$ cat src/rtl/booth_multiplier_pkg.sv
// Shared widths and FSM encoding for the sequential Booth multiplier.
// Latency: none here; no backpressure, declarations only.
package booth_multiplier_pkg;

    localparam int WIDTH = 32;
    localparam int CNT_W = 6;

    typedef enum logic [1:0] {
        S_IDLE = 2'd0,
        S_RUN  = 2'd1,
        S_DONE = 2'd2
    } state_t;

endpackage

$ cat src/rtl/full32BitAdder.sv
// 32-bit add/subtract with carry-out and signed overflow flag.
// Latency: combinational; no backpressure.
module full32BitAdder (
    output logic [31:0] sum,
    output logic        carryout,
    output logic        overflow,
    input  logic [31:0] a,
    input  logic [31:0] b,
    input  logic        subtract
);

    logic [31:0] b_eff;

    assign b_eff             = b ^ {32{subtract}};
    assign {carryout, sum}   = {1'b0, a} + {1'b0, b_eff} + {32'b0, subtract};
    // Signed overflow: operands agree in sign, result does not.
    assign overflow          = (a[31] == b_eff[31]) && (sum[31] != a[31]);

endmodule

$ cat src/rtl/booth_multiplier.sv
// Signed 32x32->64 radix-2 Booth multiplier, one iteration per clock.
// Latency: done pulses 33 cycles after the start edge; start is ignored while busy (no backpressure).
module booth_multiplier
    import booth_multiplier_pkg::*;
(
    input  logic        clk,
    input  logic        reset,
    input  logic        start,
    input  logic [31:0] multiplicand,
    input  logic [31:0] multiplier,
    output logic        busy,
    output logic        done,
    output logic [63:0] product
);

    state_t             state;
    state_t             next_state;
    logic [WIDTH-1:0]   m_reg;
    logic [WIDTH-1:0]   a_reg;
    logic [WIDTH-1:0]   q_reg;
    logic               q_1;
    logic [CNT_W-1:0]   count;

    logic               load;
    logic               step;
    logic               last;

    logic [WIDTH-1:0]   sum;
    logic               unused_carry;
    logic               overflow;
    logic               subtract;
    logic               use_sum;
    logic [WIDTH-1:0]   r;
    logic               s;
    logic [WIDTH-1:0]   a_next;
    logic [WIDTH-1:0]   q_next;

    full32BitAdder u_adder (
        .sum      (sum),
        .carryout (unused_carry),
        .overflow (overflow),
        .a        (a_reg),
        .b        (m_reg),
        .subtract (subtract)
    );

    always_comb begin
        subtract = 1'b0;
        use_sum  = 1'b0;
        case ({q_reg[0], q_1})
            2'b10: begin subtract = 1'b1; use_sum = 1'b1; end
            2'b01: begin subtract = 1'b0; use_sum = 1'b1; end
            default: ;
        endcase
        r = use_sum ? sum : a_reg;
        // True sign of the add/sub result, so M = -2^31 does not lose its sign.
        s = use_sum ? (sum[WIDTH-1] ^ overflow) : a_reg[WIDTH-1];
        a_next = {s, r[WIDTH-1:1]};
        q_next = {r[0], q_reg[WIDTH-1:1]};
    end

    always_ff @(posedge clk or posedge reset) begin
        if (reset) begin
            state <= S_IDLE;
        end else begin
            state <= next_state;
        end
    end

    always_comb begin
        next_state = state;
        busy       = 1'b0;
        done       = 1'b0;
        load       = 1'b0;
        step       = 1'b0;
        last       = 1'b0;
        case (state)
            S_IDLE: begin
                if (start) begin
                    load       = 1'b1;
                    next_state = S_RUN;
                end
            end
            S_RUN: begin
                busy = 1'b1;
                step = 1'b1;
                if (count == CNT_W'(WIDTH - 1)) begin
                    last       = 1'b1;
                    next_state = S_DONE;
                end
            end
            S_DONE: begin
                done       = 1'b1;
                next_state = S_IDLE;
            end
            default: next_state = S_IDLE;
        endcase
    end

    always_ff @(posedge clk or posedge reset) begin
        if (reset) begin
            m_reg   <= '0;
            a_reg   <= '0;
            q_reg   <= '0;
            q_1     <= 1'b0;
            count   <= '0;
            product <= '0;
        end else if (load) begin
            m_reg <= multiplicand;
            q_reg <= multiplier;
            a_reg <= '0;
            q_1   <= 1'b0;
            count <= '0;
        end else if (step) begin
            a_reg <= a_next;
            q_reg <= q_next;
            q_1   <= q_reg[0];
            count <= count + CNT_W'(1);
            if (last) begin
                product <= {a_next, q_next};
            end
        end
    end

endmodule
$ cat config.mk
export PLATFORM = sky130hd
export DESIGN_NAME = booth_multiplier
export DESIGN_NICKNAME = d
export VERILOG_FILES = /design/src/rtl/booth_multiplier_pkg.sv /design/src/rtl/full32BitAdder.sv /design/src/rtl/booth_multiplier.sv
export SDC_FILE = /design/constraint.sdc
export NUM_CORES = 1
export LEC_CHECK = 0
export BUFFER_PORTS_ARGS = -buffer_cell sky130_fd_sc_hd__buf_4
export CORE_UTILIZATION = 41
export DETAILED_ROUTE_END_ITERATION = 6
export PLACE_DENSITY = 0.67
export RECOVER_POWER = 25
export SLEW_MARGIN = 25
export SYNTH_ARGS = -nofsm -noshare
export SYNTH_HDL_FRONTEND = slang
export SYNTH_SLANG_ARGS = --single-unit
$ cat constraint.sdc
create_clock -name clk -period 5.1 [get_ports clk]
set_input_delay 0.765 -clock clk [delete_from_list [all_inputs] [get_ports clk]]
set_output_delay 0.765 -clock clk [all_outputs]
set_load 0.01 [all_outputs]
Word level (Yosys, flattened, before mapping)
Index checks and enable logic that the tools add are counted.

Bits in registers: 169. Bits in latches: 0. Memory bits (writable): 0. Memory bits (read-only): 0. Output and inout port bits: 66. Logic and storage cells: 49. Memories: 0.

Add/sub/neg operators: 3. Multiply operators: 0. Divide/modulo/power cells: 0. Order comparisons: 0. Equal/unequal tests: 9. Shift-type cells: 0. Mux-type cells: 21. Bitwise gates (word level): 3. Reduce and logical (&&, ||, !) cells: 6.

Operators by type and width (count): 32-bit two-way mux (5); 32-bit by 1-bit adder with 32-bit output (1); 32-bit adder (1); 32-bit XOR (1); 6-bit two-way mux (2); 1-bit two-way mux (11); 6-bit by 1-bit adder with 6-bit output (second input constant) (1); 6-bit by 5-bit equality test with 1-bit output (second input constant) (1); 2-bit by 1-bit equality test with 1-bit output (second input constant) (2); 2-bit equality test (second input constant) (2); 2-bit two-way mux (2); 2-bit != test (second input constant) (2); 2-bit one-hot mux with 2 select lines (1); 3-bit AND reduction (1); 2-bit logical NOT (1); 2-bit AND reduction (1); 2-bit nonzero test (1); 2-bit OR reduction (1); 1-bit equality test (1); 1-bit logical AND (1); 1-bit != test (1); 1-bit inverter (1); 1-bit XOR (1).

Longest topological paths before layout
Gate-level depths: netlist of run 1.

Depth in word-level cells: 11. Gate-level depth with buffers: 18. Mapped depth without buffers: 15.

Hierarchy
Synthesis of run 1 repeated with hierarchy kept, for this count alone.

Cells, all modules: 851. Area total of the unflattened synthesis: 9287.7 um2.

Modules (own cells, without submodules): booth_multiplier (times used 1, cells an instance 542, area an instance 7113.1 um2, sequential area each 4229.1 um2); full32BitAdder (times used 1, cells an instance 309, area an instance 2174.6 um2, sequential area each 0.0 um2).

Worst setup path after synthesis of run 1
Ideal clock, no wire load.

Path kind: register -> register. Start point: reg q_1. End point: reg a_reg[30]. Setup time: 0.135 ns. Arrival: 3.570 ns. Data required time: 4.965 ns. Path slack: 1.395 ns. Stages on the path, launching flop included: 16. Buffers on the path: 2. Clock period less this slack: 3.705 ns. Cells stage by stage: dfrtp_1 inv_1 ha_1 buf_2 clkbuf_1 xor2_1 ha_1 and3_2 a31oi_1 a31oi_2 o22ai_2 o21ai_2 a221o_1 fa_1 mux2i_1 o21ai_0.

Word-level cells in the longest chain between the ends: 8. Elaborated cells on any way between the ends: 11. Classes of those cells: add/sub (2); eq/ne (2); mux (5); bitwise (1); reduce/logical (1).

Ends and longest elaborated chain: start, declared (RTL line booth_multiplier.sv:21) `logic q_1;`; start signal, assigned (RTL line booth_multiplier.sv:117) `q_1 <= q_reg[0];`; 2-bit equality test (RTL line booth_multiplier.sv:50) `case ({q_reg[0], q_1})`; 1-bit two-way mux (RTL line booth_multiplier.sv:50); 32-bit XOR (RTL line full32BitAdder.sv:14) `assign b_eff = b ^ {32{subtract}};`; 32-bit adder (RTL line full32BitAdder.sv:15) `assign {carryout, sum} = {1'b0, a} + {1'b0, b_eff} + {32'b0, subtract};`; 32-bit by 1-bit adder with 32-bit output (RTL line full32BitAdder.sv:15); 32-bit two-way mux * (RTL line booth_multiplier.sv:55) `r = use_sum ? sum : a_reg;`; 32-bit two-way mux * (RTL line booth_multiplier.sv:114) `end else if (step) begin`; 32-bit two-way mux * (RTL line booth_multiplier.sv:108) `end else if (load) begin`; end signal, assigned (RTL line booth_multiplier.sv:115) `a_reg <= a_next;`; end, declared (RTL line booth_multiplier.sv:19) `logic [WIDTH-1:0] a_reg;`.

Every way passes the cells marked *; elsewhere a longest branch is shown, timed or not. The select of a mux whose other input is x is not followed. A chain may end at the register's enable or synchronous reset.

Final worst setup path of run 1
Ends and elaborated chain as after synthesis.

==> impl_metrics.csv, run 1 <==
group,metric,value,unit
run_status,outcome,"finished, violations left",
run_status,violations,"capacitance limit, slew limit",
sta,min_period_over_period,0.8609,
clock_tree,htree_levels,4,
global_routing,met2_usage,0.3092,
cells_and_area,regArea,4229,um^2
hold_path,min_path_cells,2,
critical_path,rr_worst_depth,13,
global_routing,overflow,0,
floorplanning,start_util,0.4240,
critical_path,startpoint_type,"flop",
flow_run,maxCapViolations,1,
floorplanning,fp.coreArea,21290,um^2
hold_path,min_from,"product[13]",
global_routing,antenna_found_initial,0,
sta,max_clock_freq,227.8,MHz
sta,holdWs,0.4761,ns
clock_tree,clk_latency,0.44,ns
placement,gp_congestion,0.8536,
yosys,synthFlopType,"dfrtp_1",
clock_tree,postCtsResizedCells,0,
clock_tree,path_clk_slew,0.08,ns
placement,io_buffers,132,
cells_and_area,syn_to_final_growth,20.31,%
drt,wl,22420,um
yosys,syn-cell-area,9025,um^2
sta,hold_violations,0,
clock_tree,clkSinkCount,169,
drt,remaining_drc_errors,0,
yosys,synthArstFlopShare,1.000,
global_routing,grt_use_met3,0.02697,
floorplanning,dieWidth,150.4,um
sta,setup_viol,0,
global_routing,grt_pass1_wl,36830,um
global_routing,grt_max_degree,96,
placement,dp_hpwl,15210,um
floorplanning,die-height,150.4,um
cells_and_area,multi_input_area,4532,um^2
yosys,ys_warn_count,0,
floorplanning,rows,53,
clock_tree,cts_made_buffers,17,
critical_path,end_kind,"flop",
sta,grt_setup_unrepaired,"no",
global_routing,grt_use_met1,0.3101,
critical_path,r2r-start,"q_1",
sta,report.final.slew_viol_count,96,
sta,worst_slew_pin_slew,2.329,ns
placement,pre_cts_slack,0.7511,ns
drt,route.detailed.wl_per_inst,16.05,um
yosys,syn_nets,1112,
clock_tree,cts_tree,"done",
cells_and_area,drive_gt1_frac,0.1863,
drt,drt-initial-drc-count,503,
clock_tree,cts_root_buf,"clkbuf_16",
clock_tree,cts_setup_buffers,0,
cells_and_area,fill_cells,2013,
sta,finClkSkew,0.01502,ns
cells_and_area,layout_common_cells,"276 x nand2_1, 169 x dfrtp_1, 142 x buf_4, 83 x o21ai_0, 70 x a21oi_1",
critical_path,r2r_setup_slack,0.71,ns
critical_path,crit_required,5.38,ns
floorplanning,ios,133,
clock_tree,holdBufCountCts,0,
critical_path,cp_max_fo,32,
hold_path,min_to,"product[13]",
drt,vias_per_cell,5.297,
sta,setup_slack,0.7095,ns
drt,drt_first_pass_iters,5,
sta,min_period,4.390,ns
yosys,ys_types,58,
yosys,synth-edff-count,0,
power,power_density,556.1,nW/um^2
drt,ant_nets,0,
global_routing,grt.busiest_layer,"met1",
sta,tns,0,ns
yosys,seq_area_frac_synth,0.4686,
yosys,synth.avg_cell_area,8.953,um^2
critical_path,r2r_end,"a_reg[30]",
yosys,synth_cells,1008,
drt,num_vias,7400,
clock_tree,clk_path_buf_depth,2,
power,ir_worst_vdd,0.2960,mV
cells_and_area,regMostFlops,"product",
power,leakage,5.325,nW
floorplanning,die-area,22610,um^2
cells_and_area,n_antenna_cell,0,
global_routing,grt_pass1_vias,7012,
sta,slew_headroom,-0.5526,
cells_and_area,nets,1213,
global_routing,grt_util_all_layers,0.2076,
critical_path,path_class,"reg2reg",
cells_and_area,mostFrequentLayoutCell,"nand2_1",
critical_path,critical_path_arrival,4.67,ns
cells_and_area,largest_reg_flops,64,
hold_path,hold_path.class,"reg2reg",
yosys,synth-seq-cells,169,
## layout make-up
cell class / instances / share of cell area
clock buffers: 17 / 0.03918
clock inverters: 15 / 0.01901
inverters: 11 / 0.003918
multi-input cells: 766 / 0.4174
flip-flops and latches: 169 / 0.3895
well taps: 275 / 0.03169
repair buffers: 144 / 0.09933
## metrics by stage
step,cell area (um^2),cells,total power [mW],util
after floorplan,9029,1008,3.853,-
after global placement,10240,1365,4.650,0.4812
after detailed placement,10240,1365,4.704,0.4812
after CTS,10880,1397,6.065,0.5109
after global routing,10860,1397,6.492,0.5101
final,10860,1397,6.038,0.5101
## cell families (layout without fill, tap and decap cells)
group | after synthesis | after routing | synth area share
adder cells (fa/ha/maj) | 37 | 37 | 0.05296
multiplexers | 17 | 17 | 0.01969
buffers and inverters | 73 | 187 | 0.03105
XOR/XNOR | 57 | 57 | 0.05532
flip-flops | 169 | 169 | 0.4686
AO/OA/AOI/OAI | 267 | 267 | 0.1870
AND/OR/NAND/NOR | 388 | 388 | 0.1854
## synth_stat cells, types with 2 or more instances
cell	number	share of area
a22o_1	17	0.016
nand4b_1	2	0.0019
o21bai_1	2	0.0017
o21ai_0	83	0.046
and3_1	2	0.0014
mux2i_1	11	0.012
buf_2	5	0.0028
fa_1	2	0.0044
inv_1	9	0.0037
nand3_1	14	0.0078
nor2_1	26	0.011
nor3b_1	3	0.0025
ha_1	35	0.049
a32oi_1	3	0.0029
o31ai_1	3	0.0025
a21o_1	13	0.011
a31oi_1	8	0.0055
and4_1	2	0.0019
a21oi_1	70	0.039
a221oi_1	3	0.0029
a211oi_1	6	0.0050
nand2_1	277	0.12
xor2_1	45	0.044
or4_1	2	0.0017
nor2b_1	38	0.026
a31o_2	2	0.0019
o21ai_2	4	0.0039
a21oi_2	2	0.0019
nand2b_1	5	0.0035
dfrtp_1	169	0.47
mux2_2	6	0.0075
o211ai_1	3	0.0025
xnor2_1	12	0.012
a22oi_1	31	0.026
clkinv_1	2	0.00083
nand4_1	5	0.0035
or3_1	2	0.0014
o21ai_1	5	0.0028
buf_1	12	0.0050
nor3_1	5	0.0028
clkbuf_1	45	0.019
## worst max-delay path by stage
stage                     from        end  slack [ns]  depth (start not counted)
after floorplan            q_1  a_reg[30]        1.39                         15
after global placement     q_1  a_reg[30]        0.90                         14
after detailed placement   q_1  a_reg[30]        0.75                         13
after CTS                  q_1  a_reg[30]        0.68                         13
after global routing       q_1  a_reg[30]        0.42                         13
final                      q_1  a_reg[30]        0.71                         13
## power breakdown
| group | internal [mW] | total [mW] | switching, mW |
|---|---|---|---|
| Sequential | 1.73 | 2.05 | 0.312 |
| Clock | 0.711 | 1.35 | 0.642 |
| Combinational | 1.17 | 2.64 | 1.47 |
| Total | 3.62 | 6.04 | 2.42 |
## worst max-delay path, cell delays in order, from the launching register on
cell	delay [ns]
dfrtp_1	0.38
inv_1	0.06
ha_2	0.81
xor2_1	0.17
ha_1	0.40
and3_2	0.28
a31oi_1	0.48
a31oi_2	0.22
o22ai_2	0.22
o21ai_2	0.12
a221o_1	0.38
fa_1	0.43
mux2i_1	0.17
o21ai_0	0.09
## per-layer routing
metal | vias to the layer above | wire [um]
met5 | - | 0
met4 | 0 | 333
met3 | 20 | 959
met2 | 163 | 9858
met1 | 3541 | 11270
li1 | 3676 | -
Note: power is estimated with default switching activity, not from simulation.
==> run 2, diff against run 1 <==
--- a/config.mk
+++ b/config.mk
@@ -10,6 +10,7 @@
 export DETAILED_ROUTE_END_ITERATION = 6
 export PLACE_DENSITY = 0.67
 export RECOVER_POWER = 25
+export REMOVE_ABC_BUFFERS = 1
 export SLEW_MARGIN = 25
 export SYNTH_ARGS = -nofsm -noshare
 export SYNTH_HDL_FRONTEND = slang
==> run 2 against run 1 <==
  * The run still ends with capacitance limit, slew limit left
  * Clock power fell by 4%
  * Utilization fell by 0.088 points
  * Critical path depth rose by 2
  * Sequential share of layout area rose by 0.068 points
  * First-iteration DRC count fell by 6.8%
  * Count of clock-buffer cells in the layout did not move
  * Die area did not move
==> impl_metrics.csv, run 2 (same netlist as run 1, synthesis figures left out) <==
group,metric,value,unit
placement,placed_cell_area,10240,um^2
clock_tree,cts_setup_buffers,0,
drt,drt_first_pass_iters,5,
sta,grt_setup_unrepaired,"no",
cells_and_area,n_antenna_cell,0,
cells_and_area,largest_reg_flops,64,
run_status,outcome,"finished, violations left",
drt,wl,22180,um
critical_path,crit_required,5.38,ns
hold_path,hold_path.class,"reg2reg",
clock_tree,cts_made_buffers,17,
critical_path,crit_path_frequent_cell,"o21ai_0",
drt,drt-initial-drc-count,469,
global_routing,grt_util_all_layers,0.2058,
floorplanning,fp.coreArea,21290,um^2
drt,route.detailed.wl_per_inst,15.85,um
floorplanning,ios,133,
critical_path,path_cells,"inv_1 > ha_2 > buf_4 > xor2_1 > ha_1 > a211oi_1 > o21ai_0 > a31oi_1 > o21ai_0 > o22ai_2 > o21ai_2 > a221o_1 > fa_1 > mux2i_1 > a21oi_1",
critical_path,cp_top_family,"compound AO/OA/AOI/OAI gates",
floorplanning,start_util,0.4240,
global_routing,grt_pass1_wl,36740,um
sta,worst_slew_pin_slew,3.670,ns
cells_and_area,syn_to_final_growth,20.10,%
flow_run,maxCapViolations,1,
sta,max_clock_freq,231.6,MHz
placement,gp_congestion,0.8764,
power,leakage,5.333,nW
clock_tree,path_clk_slew,0.07,ns
sta,report.final.slew_viol_count,99,
placement,dp_hpwl,14520,um
critical_path,rr_worst_depth,15,
power,ir_worst_vdd,0.2472,mV
critical_path,cp_max_fo,24,
clock_tree,clk_path_buf_depth,2,
clock_tree,clkSinkCount,169,
clock_tree,cts_root_buf,"clkbuf_16",
critical_path,startpoint_type,"flop",
critical_path,critical_path_arrival,4.59,ns
clock_tree,holdBufCountCts,0,
sta,holdWs,0.4742,ns
critical_path,end_kind,"flop",
sta,min_period_over_period,0.8467,
critical_path,path_buf_inv,2,
floorplanning,rows,53,
clock_tree,htree_levels,4,
global_routing,overflow,0,
drt,num_vias,7412,
global_routing,grt_max_degree,99,
floorplanning,die-area,22610,um^2
sta,min_period,4.318,ns
clock_tree,postCtsResizedCells,0,
drt,vias_per_cell,5.298,
power,power_density,548.4,nW/um^2
cells_and_area,finish.instance_area,10840,um^2
critical_path,slowest_stage,"ha_2",
placement,io_buffers,132,
global_routing,grt_pass1_vias,7226,
cells_and_area,regMostFlops,"product",
critical_path,cp_slowest_stage_delay,0.67,ns
hold_path,min_path_cells,2,
critical_path,path_class,"reg2reg",
clock_tree,clk_latency,0.43,ns
floorplanning,die-height,150.4,um
sta,hold_violations,0,
cells_and_area,layout_common_cells,"276 x nand2_1, 169 x dfrtp_1, 145 x buf_4, 83 x o21ai_0, 70 x a21oi_1",
cells_and_area,nets,1215,
clock_tree,cts_tree,"done",
critical_path,cp_num_cells,15,
cells_and_area,drive_gt1_frac,0.1859,
sta,finClkSkew,0.01157,ns
run_status,violations,"capacitance limit, slew limit",
drt,ant_nets,0,
sta,setup_viol,0,
floorplanning,dieWidth,150.4,um
cells_and_area,mostFrequentLayoutCell,"nand2_1",
drt,remaining_drc_errors,0,
sta,slew_headroom,-1.447,
global_routing,antenna_found_initial,0,
run 2: stage by stage:
stage | power [mW] | util | setup TNS (ns) | instances | worst slack, ns
after global routing | 6.409 | 0.5092 | 0 | 1399 | 0.4210
after detailed placement | 4.645 | 0.4813 | 0 | 1367 | 0.8408
final | 5.945 | 0.5092 | 0 | 1399 | 0.7816
after global placement | 4.593 | 0.4813 | 0 | 1367 | 0.9511
after CTS | 5.978 | 0.5094 | 0 | 1399 | 0.8187
after floorplan | 3.825 | - | -71.02 | 946 | -0.7835
run 2: final timing paths:
check	start	end	slack, ns
max in group asynchronous	reset	m_reg[2]	1.31
worst max-delay path	q_1	product[62]	0.78
worst max register to register	q_1	product[62]	0.78
worst min-delay path	product[34]	product[34]	0.47
min in group asynchronous	reset	product[11]	1.71
worst min register to register	product[34]	product[34]	0.47
run 2: report_power, final:
part | total, mW | switching, mW | internal [mW]
combinational | 2.61 | 1.44 | 1.17
sequential | 2.04 | 0.300 | 1.73
clock | 1.30 | 0.637 | 0.664
total | 5.94 | 2.37 | 3.57
run 2: worst register-to-register path, stage by stage (launching register included):
cell and delay, ns:
dfrtp_1 0.37, inv_1 0.06, ha_2 0.67, buf_4 0.33, xor2_1 0.16, ha_1 0.34
a211oi_1 0.29, o21ai_0 0.16, a31oi_1 0.23, o21ai_0 0.14, o22ai_2 0.22, o21ai_2 0.13
a221o_1 0.37, fa_1 0.43, mux2i_1 0.16, a21oi_1 0.09
run 2: layout make-up:
class / count / area, um^2
clock inverter: 15 / 173.9
sequential: 169 / 4229
timing repair buffer: 146 / 1096
tap: 275 / 344.1
clock buffer: 17 / 425.4
fill: 2007 / 10450
multi-input combinational: 766 / 4529
inverter: 11 / 41.29
run 2: layer usage:
metal,wire length [um],global-route usage,vias up
li1,-,-,3678
met1,10640,0.2900,3555
met2,10330,0.3267,155
met3,885,0.03242,24
met4,319,0.05758,0
met5,0,0,-
==> run 3, diff against run 2 <==
--- a/config.mk
+++ b/config.mk
@@ -8,7 +8,7 @@
 export BUFFER_PORTS_ARGS = -buffer_cell sky130_fd_sc_hd__buf_4
 export CORE_UTILIZATION = 41
 export DETAILED_ROUTE_END_ITERATION = 6
-export PLACE_DENSITY = 0.67
+export PLACE_DENSITY = 0.65
 export RECOVER_POWER = 25
 export REMOVE_ABC_BUFFERS = 1
 export SLEW_MARGIN = 25
==> constraint.sdc (replaced) <==
create_clock -name clk -period 4.5 [get_ports clk]
set_input_delay 0.675 -clock clk [delete_from_list [all_inputs] [get_ports clk]]
set_output_delay 0.675 -clock clk [all_outputs]
set_load 0.01 [all_outputs]
==> run 3 against run 2 <==
  * Clock skew up 0.0023 ns
  * Power up 14%
  * The run still ends with capacitance limit, slew limit left
  * Register-to-register slack worse by 0.38 ns
  * Largest cell class unchanged
==> impl_metrics.csv, run 3 (same netlist as run 1, synthesis figures left out) <==
group,metric,value,unit
global_routing,grt_pass1_wl,36970,um
placement,dp_hpwl,14770,um
sta,finClkSkew,0.01383,ns
critical_path,crit_required,4.80,ns
cells_and_area,drive_gt1_frac,0.1872,
cells_and_area,largest_reg_flops,64,
clock_tree,postCtsResizedCells,0,
cells_and_area,finish.instance_area,10890,um^2
sta,slew_headroom,-1.152,
drt,route.detailed.wl_per_inst,16.15,um
drt,ant_nets,0,
power,intPower,4.066,mW
floorplanning,rows,53,
clock_tree,clkSinkCount,169,
drt,drt_first_pass_iters,5,
cells_and_area,syn_to_final_growth,20.70,%
critical_path,critical_path_arrival,4.39,ns
cells_and_area,regMostFlops,"product",
cells_and_area,fill_cells,1997,
clock_tree,cts_tree,"done",
critical_path,slowest_stage,"ha_2",
clock_tree,cts_made_buffers,17,
hold_path,min_from,"multiplicand[22]",
sta,min_period_over_period,0.9099,
sta,min_period,4.094,ns
critical_path,cp_slowest_stage_delay,0.62,ns
critical_path,r2r-start,"q_1",
floorplanning,start_util,0.4240,
floorplanning,dieWidth,150.4,um
power,leakage,5.352,nW
clock_tree,path_clk_slew,0.08,ns
clock_tree,cts_root_buf,"clkbuf_16",
flow_run,maxCapViolations,1,
power,power_switching,2.733,mW
power,ir_worst_vdd,0.2928,mV
drt,vias_per_cell,5.285,
drt,wl,22640,um
placement,gp_congestion,0.8812,
global_routing,grt_util_all_layers,0.2081,
power,p_seq_frac,0.339,
cells_and_area,multi_input_area,4529,um^2
clock_tree,htree_levels,4,
sta,setup_viol,0,
critical_path,startpoint_type,"flop",
clock_tree,holdBufCountCts,0,
critical_path,critPathLaunch,"q_1",
global_routing,overflow,0,
power,comb_power_share,0.440,
run_status,outcome,"finished, violations left",
global_routing,grt_max_degree,88,
power,p_clk_frac,0.221,
floorplanning,fp.coreArea,21290,um^2
sta,hold_violations,0,
clock_tree,clk_path_buf_depth,2,
sta,worst_slew_pin_slew,3.228,ns
sta,report.final.slew_viol_count,88,
critical_path,cp_max_fo,22,
hold_path,hold_path.class,"in2reg",
sta,max_clock_freq,244.2,MHz
critical_path,cp_top_family,"compound AO/OA/AOI/OAI gates",
floorplanning,die-area,22610,um^2
critical_path,path_class,"reg2reg",
cells_and_area,nets,1218,
drt,drt-initial-drc-count,454,
drt,remaining_drc_errors,0,
placement,io_buffers,132,
critical_path,crit_path_frequent_cell,"o21ai_0",
critical_path,end_kind,"flop",
floorplanning,die-height,150.4,um
cells_and_area,regArea,4229,um^2
global_routing,grt_pass1_vias,7237,
placement,placed_cell_area,10280,um^2
run_status,violations,"capacitance limit, slew limit",
critical_path,path_buf_inv,1,
sta,grt_setup_unrepaired,"no",
power,power,6.799,mW
cells_and_area,layout_common_cells,"276 x nand2_1, 169 x dfrtp_1, 146 x buf_4, 83 x o21ai_0, 70 x a21oi_1",
floorplanning,ios,133,
power,power_switching_share,0.4020,
cells_and_area,mostFrequentLayoutCell,"nand2_1",
power,power_density,624.2,nW/um^2
clock_tree,clk_latency,0.45,ns
global_routing,antenna_found_initial,0,
critical_path,path_cells,"inv_1 > ha_2 > xor2_1 > ha_1 > a211oi_1 > o21ai_0 > a31oi_1 > o21ai_0 > o22ai_2 > o21ai_2 > a221o_1 > fa_1 > mux2i_1 > a21oi_1",
clock_tree,cts_setup_buffers,0,
drt,num_vias,7409,
cells_and_area,n_antenna_cell,0,
==> run 3: cell types whose count changed in the layout (fill, tap and decap cells not counted), sizes merged <==
cell      previous run  this run
buf                145       147
inv                 19        17
clkbuf              18        19
clkinv               7         8
clkinvlp             0         1
==> run 3: worst min-delay path, cell delays in order <==
cell     delay, ns
buf_4         0.07
nand2_1       0.04
nand2_1       0.04
==> run 3: final timing paths <==
| check | slack (ns) | end | depth (start not counted) |
|---|---|---|---|
| worst max-delay path | 0.41 | product[62] | 14 |
| worst min-delay path | 0.42 | m_reg[22] | 3 |
| min in group asynchronous | 1.42 | product[11] | 2 |
| max in group asynchronous | 1.11 | a_reg[19] | 3 |
| worst min register to register | 0.48 | product[2] | 2 |
| worst max register to register | 0.41 | product[62] | 14 |
==> run 3: metal layers <==
metal,vias to the layer above,GRT usage,share of wire
li1,3679,-,-
met1,3570,0.2798,0.47
met2,141,0.3412,0.48
met3,19,0.03909,0.040
met4,0,0.05758,0.011
met5,-,0,0
==> run 3: power groups by stage <==
stage / logic, mW / registers (mW) / clock network, mW
finish: 2.99 / 2.31 / 1.50
floorplan: 1.98 / 2.36 / 0
CTS: 2.99 / 2.31 / 1.55
global placement: 2.90 / 2.33 / 0
detailed placement: 2.96 / 2.33 / 0
global route: 3.33 / 2.37 / 1.61
==> run 3: cell type report <==
cell class                      instances  area share
Inverter                               11    0.003791
Timing Repair Buffer                  149      0.1036
Tap cell                              275     0.03159
Multi-Input combinational cell        766      0.4158
Sequential cell                       169      0.3882
Clock buffer                           17     0.03905
Clock inverter                         15     0.01792
==> run 3: stage by stage <==
step | worst slack [ns] | setup TNS, ns | hold WS, ns | instances | utilization
finish | 0.4056 | 0 | 0.4183 | 1402 | 0.5117
global route | 0.1551 | 0 | 0.4129 | 1402 | 0.5117
CTS | 0.4346 | 0 | 0.4021 | 1402 | 0.5121
detailed placement | 0.4771 | 0 | 0.4635 | 1370 | 0.4829
global placement | 0.5837 | 0 | 0.4589 | 1370 | 0.4829
floorplan | -1.383 | -189.61 | 0.4577 | 946 | -
